--- src/rtl/pc_redirect_if.sv ---
// Fetch-side redirect bus: redirect requests and stall in, fetch PC and status out.
interface pc_redirect_if #(
  parameter int CNT_W = 16
);
  logic             stall_i;
  logic             branch_i;
  logic [31:0]      branch_addr_i;
  logic             jr_i;
  logic [31:0]      jr_addr_i;
  logic             jump_i;
  logic [31:0]      jump_addr_i;
  logic [31:0]      pc_o;
  logic [31:0]      pcplus4_o;
  logic [3:0]       pc_upper4_o;
  logic             flush_ifid_o;
  logic             redirect_pending_o;
  logic             misaligned_o;
  logic [CNT_W-1:0] redirect_cnt_o;

  // Requests are single-cycle pulses sampled at every rising edge. There is no
  // ready back-pressure: a request that meets a stall is buffered in the unit,
  // so the producer never has to hold or repeat it.
  modport master (
    output stall_i, branch_i, branch_addr_i, jr_i, jr_addr_i, jump_i, jump_addr_i,
    input  pc_o, pcplus4_o, pc_upper4_o, flush_ifid_o, redirect_pending_o,
           misaligned_o, redirect_cnt_o
  );

  modport slave (
    input  stall_i, branch_i, branch_addr_i, jr_i, jr_addr_i, jump_i, jump_addr_i,
    output pc_o, pcplus4_o, pc_upper4_o, flush_ifid_o, redirect_pending_o,
           misaligned_o, redirect_cnt_o
  );
endinterface

--- src/rtl/pc_redirect_unit.sv ---
// Fetch PC owner: selects branch/JR/jump redirects, buffers one across a stall,
// and drives the IF/ID flush plus sticky-misaligned and applied-redirect count.
module pc_redirect_unit #(
  parameter logic [31:0] RESET_PC = 32'h0000_0000,
  parameter int          CNT_W    = 16
) (
  input logic          clk,
  input logic          rst_n,
  pc_redirect_if.slave bus
);

  logic [31:0]      pc_q;
  logic [31:0]      pending_addr_q;
  logic             pending_valid_q;
  logic             misaligned_q;
  logic [CNT_W-1:0] cnt_q;

  logic             req;
  logic [31:0]      req_raw;
  logic [31:0]      req_addr;
  logic             apply;
  logic [31:0]      target;

  // Fixed priority: branch over JR over jump.
  always_comb begin
    req_raw = 32'h0;
    if (bus.branch_i)    req_raw = bus.branch_addr_i;
    else if (bus.jr_i)   req_raw = bus.jr_addr_i;
    else if (bus.jump_i) req_raw = bus.jump_addr_i;
  end

  assign req      = bus.branch_i | bus.jr_i | bus.jump_i;
  assign req_addr = {req_raw[31:2], 2'b00};
  assign apply    = ~bus.stall_i & (req | pending_valid_q);
  // A fresh request supersedes whatever was buffered during the stall.
  assign target   = req ? req_addr : pending_addr_q;

  always_ff @(posedge clk or negedge rst_n) begin
    if (!rst_n) begin
      pc_q            <= RESET_PC;
      pending_addr_q  <= 32'h0;
      pending_valid_q <= 1'b0;
      misaligned_q    <= 1'b0;
      cnt_q           <= '0;
    end else begin
      if (req && (req_raw[1:0] != 2'b00)) begin
        misaligned_q <= 1'b1;
      end

      if (bus.stall_i) begin
        if (req) begin
          pending_addr_q  <= req_addr;
          pending_valid_q <= 1'b1;
        end
      end else if (apply) begin
        pc_q            <= target;
        pending_valid_q <= 1'b0;
        if (~&cnt_q) begin
          cnt_q <= cnt_q + {{(CNT_W-1){1'b0}}, 1'b1};
        end
      end else begin
        pc_q <= pc_q + 32'd4;
      end
    end
  end

  assign bus.pc_o               = pc_q;
  assign bus.pcplus4_o          = pc_q + 32'd4;
  assign bus.pc_upper4_o        = bus.pcplus4_o[31:28];
  assign bus.flush_ifid_o       = apply;
  assign bus.redirect_pending_o = pending_valid_q;
  assign bus.misaligned_o       = misaligned_q;
  assign bus.redirect_cnt_o     = cnt_q;

endmodule

--- src/flat_wrapper.sv ---
// flat-port wrapper written by rule: the top's interface ports become plain ports
module pc_redirect_unit_flat 
#(
  parameter logic [31:0] RESET_PC = 32'h0000_0000,
  parameter int          CNT_W    = 16
)
  (clk, rst_n, bus_stall_i, bus_branch_i, bus_branch_addr_i, bus_jr_i, bus_jr_addr_i, bus_jump_i, bus_jump_addr_i, bus_pc_o, bus_pcplus4_o, bus_pc_upper4_o, bus_flush_ifid_o, bus_redirect_pending_o, bus_misaligned_o, bus_redirect_cnt_o);
  pc_redirect_if #(.CNT_W(CNT_W)) bus_i ();
  input logic clk;
  input logic rst_n;
  input wire logic [$bits(bus_i.stall_i)-1:0] bus_stall_i;
  input wire logic [$bits(bus_i.branch_i)-1:0] bus_branch_i;
  input wire logic [$bits(bus_i.branch_addr_i)-1:0] bus_branch_addr_i;
  input wire logic [$bits(bus_i.jr_i)-1:0] bus_jr_i;
  input wire logic [$bits(bus_i.jr_addr_i)-1:0] bus_jr_addr_i;
  input wire logic [$bits(bus_i.jump_i)-1:0] bus_jump_i;
  input wire logic [$bits(bus_i.jump_addr_i)-1:0] bus_jump_addr_i;
  output wire logic [$bits(bus_i.pc_o)-1:0] bus_pc_o;
  output wire logic [$bits(bus_i.pcplus4_o)-1:0] bus_pcplus4_o;
  output wire logic [$bits(bus_i.pc_upper4_o)-1:0] bus_pc_upper4_o;
  output wire logic [$bits(bus_i.flush_ifid_o)-1:0] bus_flush_ifid_o;
  output wire logic [$bits(bus_i.redirect_pending_o)-1:0] bus_redirect_pending_o;
  output wire logic [$bits(bus_i.misaligned_o)-1:0] bus_misaligned_o;
  output wire logic [$bits(bus_i.redirect_cnt_o)-1:0] bus_redirect_cnt_o;
  assign bus_i.stall_i = bus_stall_i;
  assign bus_i.branch_i = bus_branch_i;
  assign bus_i.branch_addr_i = bus_branch_addr_i;
  assign bus_i.jr_i = bus_jr_i;
  assign bus_i.jr_addr_i = bus_jr_addr_i;
  assign bus_i.jump_i = bus_jump_i;
  assign bus_i.jump_addr_i = bus_jump_addr_i;
  assign bus_pc_o = bus_i.pc_o;
  assign bus_pcplus4_o = bus_i.pcplus4_o;
  assign bus_pc_upper4_o = bus_i.pc_upper4_o;
  assign bus_flush_ifid_o = bus_i.flush_ifid_o;
  assign bus_redirect_pending_o = bus_i.redirect_pending_o;
  assign bus_misaligned_o = bus_i.misaligned_o;
  assign bus_redirect_cnt_o = bus_i.redirect_cnt_o;
  pc_redirect_unit #(.RESET_PC(RESET_PC), .CNT_W(CNT_W)) u_core (.clk(clk), .rst_n(rst_n), .bus(bus_i));
endmodule
--- config.mk ---
export PLATFORM = sky130hd
export DESIGN_NAME = pc_redirect_unit_flat
export DESIGN_NICKNAME = d
export VERILOG_FILES = /design/src/rtl/pc_redirect_if.sv /design/src/rtl/pc_redirect_unit.sv /design/src/flat_wrapper.sv
export SDC_FILE = /design/constraint.sdc
export NUM_CORES = 1
export LEC_CHECK = 0
export ABC_CLOCK_PERIOD_IN_PS = 2400
export CORE_MARGIN = 2
export CORE_UTILIZATION = 40
export CTS_CLUSTER_SIZE = 14
export DETAILED_ROUTE_END_ITERATION = 10
export HOLD_SLACK_MARGIN = 0.05
export PLACE_DENSITY = 0.73
export SLEW_MARGIN = 20
export SYNTH_ARGS = -nofsm -noshare
export SYNTH_HDL_FRONTEND = slang
export SYNTH_SLANG_ARGS = --single-unit
--- constraint.sdc ---
create_clock -name clk -period 2.4 [get_ports clk]
set_clock_uncertainty 0.1 [all_clocks]
set_input_delay 0.36 -clock clk [delete_from_list [all_inputs] [get_ports clk]]
set_output_delay 0.36 -clock clk [all_outputs]
set_load 0.02 [all_outputs]
* Yosys cells after proc, flatten, opt, wreduce, memory -nomap -nowiden
Index checks and enable logic that the tools add are counted.
Storage, ports and cells: flip-flop bits (word level) 82, input bits 102, output and inout bits 87
Operators by class: add/sub/neg operators 2, eq/ne operators 1, multiplexer cells 8, bitwise gates (word level) 6, reduce and logical (&&, ||, !) cells 6
Operator list (number):
- $mux 32 | 5
- $add 32x3->32 const B | 1
- $add 16x1->16 const B | 1
- $reduce_and 16->1 | 1
- $reduce_bool 2->1 | 2
- $mux 1 | 3
- $or 1x1->1 | 3
- $reduce_and 3->1 | 1
- $ne 2x1->1 const B | 1
- $not 1->1 | 2
- $reduce_and 2->1 | 1
- $and 1x1->1 | 1
- $logic_and 1x1->1 | 1

* Longest topological paths before layout
depth after elaboration 6, gate-level depth with buffers 8, mapped depth without buffers 6

* Worst setup path before layout
Ideal clock, no wire load.
kind reg2out, from register u_core.pc_q[2] (netlist: u_core.bus.pc_o[2]), to output port bus_pcplus4_o[30], arrival 2.313 ns, data required time 1.940 ns, path slack -0.373 ns, cell stages (with the launch flop) 8, buffers on the path 2, cell sequence dfrtp_1 -> ha_1 -> nand3_1 -> nor4_1 -> buf_2 -> and3_1 -> xor2_1 -> buf_4
Between the ends: cells in the longest elaborated chain, start to end 1
Ends and longest elaborated chain:
- from (decl) | RTL line pc_redirect_unit.sv:12 | logic [31:0] pc_q;
- from (signal assigned) | RTL line pc_redirect_unit.sv:56 | pc_q <= target;
- from (signal assigned) | RTL line pc_redirect_unit.sv:62 | pc_q <= pc_q + 32'd4;
- $add 32x3->32 | RTL line pc_redirect_unit.sv:68 | assign bus.pcplus4_o = pc_q + 32'd4;
- to (decl) | RTL line flat_wrapper.sv:19 | output wire logic [$bits(bus_i.pcplus4_o)-1:0] bus_pcplus4_o;
No other way between the ends.

* Final worst setup path
from register u_core.pc_q[3] (netlist: u_core.bus.pc_o[3]), to output port bus_pcplus4_o[24]
The elaborated chain is that of the path after synthesis.

==> impl_metrics.tcl <==
set metrics [dict create \
    intPower_uw 3395 \
    drc 0 \
    register_area_sq_um 2064 \
    syn-cell-area_sq_um 5220 \
    place_congestion 0.9056 \
    worstSetupStartpoint "u_core.bus.pc_o[3]" \
    antenna_found_initial 0 \
    num_io_pins 189 \
    final_core_util_pct 68.12 \
    mostFrequentLayoutCell "clkdlybuf4s50_1" \
    vias_per_cell 5.631 \
    cp.depth 7 \
    postSynth.asyncResetShare_pct 100.0 \
    worstSkewPairLatency_ps 350 \
    critPathLaunchType "register" \
    path_cells "ha_4 -> nand3_4 -> or4_4 -> buf_6 -> nor3_4 -> xnor2_1 -> buf_4" \
    crit_path_max_incr_delay_ps 570 \
    hold_viol 0 \
    crit_buf_inv 2 \
    instances_no_fill 1036 \
    yosysTopAreaCell "dfrtp_1" \
    ys_types 65 \
    critical_path_class "register to output pin" \
    synth.avg_cell_area_sq_um 8.938 \
    dp_hpwl_microns 14120 \
    vias 5834 \
    setup_violations 17 \
    relSlewSlack_pct 51.35 \
    synthDominantCellAreaShare_pct 39.31 \
    final_cell_mix "clkdlybuf4s50_1, buf_4, dfrtp_1" \
    leakagePower_uw 0.003737 \
    yosys_warnings 0 \
    drv_slew 0 \
    cts_htree_levels 3 \
    antenna_violating_nets_post_route 0 \
    grt_pass1_wl_microns 29720 \
    critPathTopFamily "simple AND/OR/NAND/NOR gates" \
    rsz0062_at_grt "true" \
    power_density_nw_per_um2 590.9 \
    multiInputGateArea_sq_um 3134 \
    fin_crit_sh_pct 108.2 \
    timing.rr.start "u_core.bus.pc_o[3]" \
    clkSinkCount 82 \
    worstPathMaxFanout 3 \
    worst_slack_ps -195.9 \
    port_buffers 188 \
    cts_tree "yes" \
    diodes 0 \
    p_clk_share_pct 30.5 \
    synthCells 584 \
    synth-edff-count 0 \
    ys_ff_latch 82 \
    area_growth_pct 65.36 \
    grt_max_degree 56 \
    place_inst 994 \
    comb_power_share_pct 35.0 \
    start_util_pct 41.20 \
    worstMarginPinSlew_ps 725.4 \
    max_freq_mhz 385.2 \
    track_usage_pct 26.65 \
    root_buffer "clkbuf_16" \
    layout.nets 963 \
    hold_class "input port to asynchronous set/reset pin" \
    endpoint_kind "output pin" \
    synthesis.nets 688 \
    power_switching_uw 1706 \
    wl_microns 18850 \
    fp-row-count 41 \
    drt_first_pass_iters 6 \
    layout-drive-gt1-share_pct 28.24 \
    crit_required_ps 1940 \
    die_y_microns 118.2 \
    cp_slowest_cell "or4_4" \
    r2r-end "u_core.bus.pc_o[20]" \
    fin_crit_ps 2596 \
    nFillCells 1040 \
    pwr-share-seq_pct 34.4 \
    outcome "finished with violations" \
    setup.worst_path.end "bus_pcplus4_o[24]" \
    worstRegToRegCells 8 \
    peakVddDrop_mv 0.3426 \
    yosysSeqAreaShare_pct 39.31 \
    die_w_microns 118.2 \
    synth_area_leaders "dfrtp_1, o21ai_0, xnor2_1" \
    grt_pass1_vias 5840 \
    reg2reg_setup_slack_ps 80 \
    cap_violations 0 \
    power_uw 5101 \
    cts.reportedPaths.clkPinSlew_ps 70 \
    routedWlPerCell_microns 18.20 \
    ys.flop_type "dfrtp_1" \
    overflow 0 \
    crit_arrival_ps 2140 \
    dieArea_sq_um 13980 \
    p_sw_share_pct 33.44 \
    initialDrtViolationCount 460 \
    hold_ws_ps 335.3 \
    numCtsBuffers 9 \
    violations "negative setup slack" \
    clockBufferDepth 2 \
    core-area_sq_um 12670 \
]
## worst min-delay path by stage
stage	endpoint	cells after the start	slack (ps)
6_report	u_core.pending_addr_q[13]	2	340
5_1_grt	u_core.pending_addr_q[13]	2	340
4_1_cts	u_core.pending_addr_q[13]	2	330
3_5_place_dp	u_core.pending_addr_q[13]	1	160
3_3_place_gp	u_core.pending_addr_q[13]	1	160
2_1_floorplan	u_core.bus.misaligned_o	0	-40
## logic make-up (layout without fill, tap and decap cells)
| family | count (synthesis) | in the layout | share of synthesized area [%] |
|---|---|---|---|
| muxes | 11 | 11 | 2.373 |
| adders and majority gates | 2 | 2 | 0.4793 |
| and+or+nand+nor | 190 | 190 | 19.44 |
| xor gates and xnor gates | 43 | 43 | 7.215 |
| AOI/OAI and AO/OA | 195 | 195 | 24.74 |
| buffers and inverters | 61 | 341 | 6.448 |
| DFF | 82 | 82 | 39.31 |
## metal layers
metal | GRT usage (%) | part of all wire, % | up-vias
met5 | 0 | 0 | -
met4 | 10.92 | 3.2 | 0
met3 | 5.212 | 8.4 | 53
met2 | 44.76 | 49 | 308
met1 | 33.50 | 40 | 2769
li1 | - | - | 2704
## power by group through the flow
stage                     Combinational [uW]  Clock (uW)  Sequential, uW
after floorplan                          657           0            1940
after global placement                  1710           0            1750
after detailed placement                1750           0            1770
after CTS                               1760        1570            1750
after global routing                    1900        1630            1780
final                                   1790        1560            1760
## state kept, by name, indices dropped and copies added (netlist names)
signal	cells
u_core.bus.pc_o	32
u_core.pending_addr_q	32
u_core.bus.redirect_cnt_o	16
u_core.bus.misaligned_o	1
u_core.bus.redirect_pending_o	1
## per-stage QoR
| stage | TNS [ps] | setup WS, ps | area (sq um) |
|---|---|---|---|
| 4_1_cts | -2708 | -278.2 | 8412 |
| 2_1_floorplan | -117.2 | -65.91 | 5338 |
| 6_report | -1850 | -195.9 | 8632 |
| 3_3_place_gp | -7281 | -339.5 | 7896 |
| 5_1_grt | -3188 | -249.8 | 8632 |
| 3_5_place_dp | -10350 | -366.8 | 7896 |
## synthesized netlist by cell type, drive strengths merged, types with 13 or more instances
cell type,instances
nor3,13
dfrtp,82
a21oi,25
nor2,35
xor2,14
o21ai,69
nand2,65
xnor2,29
clkbuf,34
nand3,22
a22oi,21
buf,16
## area by class of cell
| cell class | count | area share [%] |
|---|---|---|
| well taps | 172 | 2.493 |
| clock inverters | 7 | 1.232 |
| flip-flops and latches | 82 | 23.92 |
| clock buffers | 9 | 2.609 |
| multi-input cells | 441 | 36.31 |
| inverters | 11 | 0.4783 |
| repair buffers | 314 | 32.96 |
## timing repair
item	CTS	global route
endpoints found under the hold margin	17	0
pin swaps	22	23
buffers inserted	13	12
gates resized for setup	163	40
hold buffers	1	0
endpoints found under the setup margin	31	33
No activity file was read; power rests on OpenSTA's default activity.
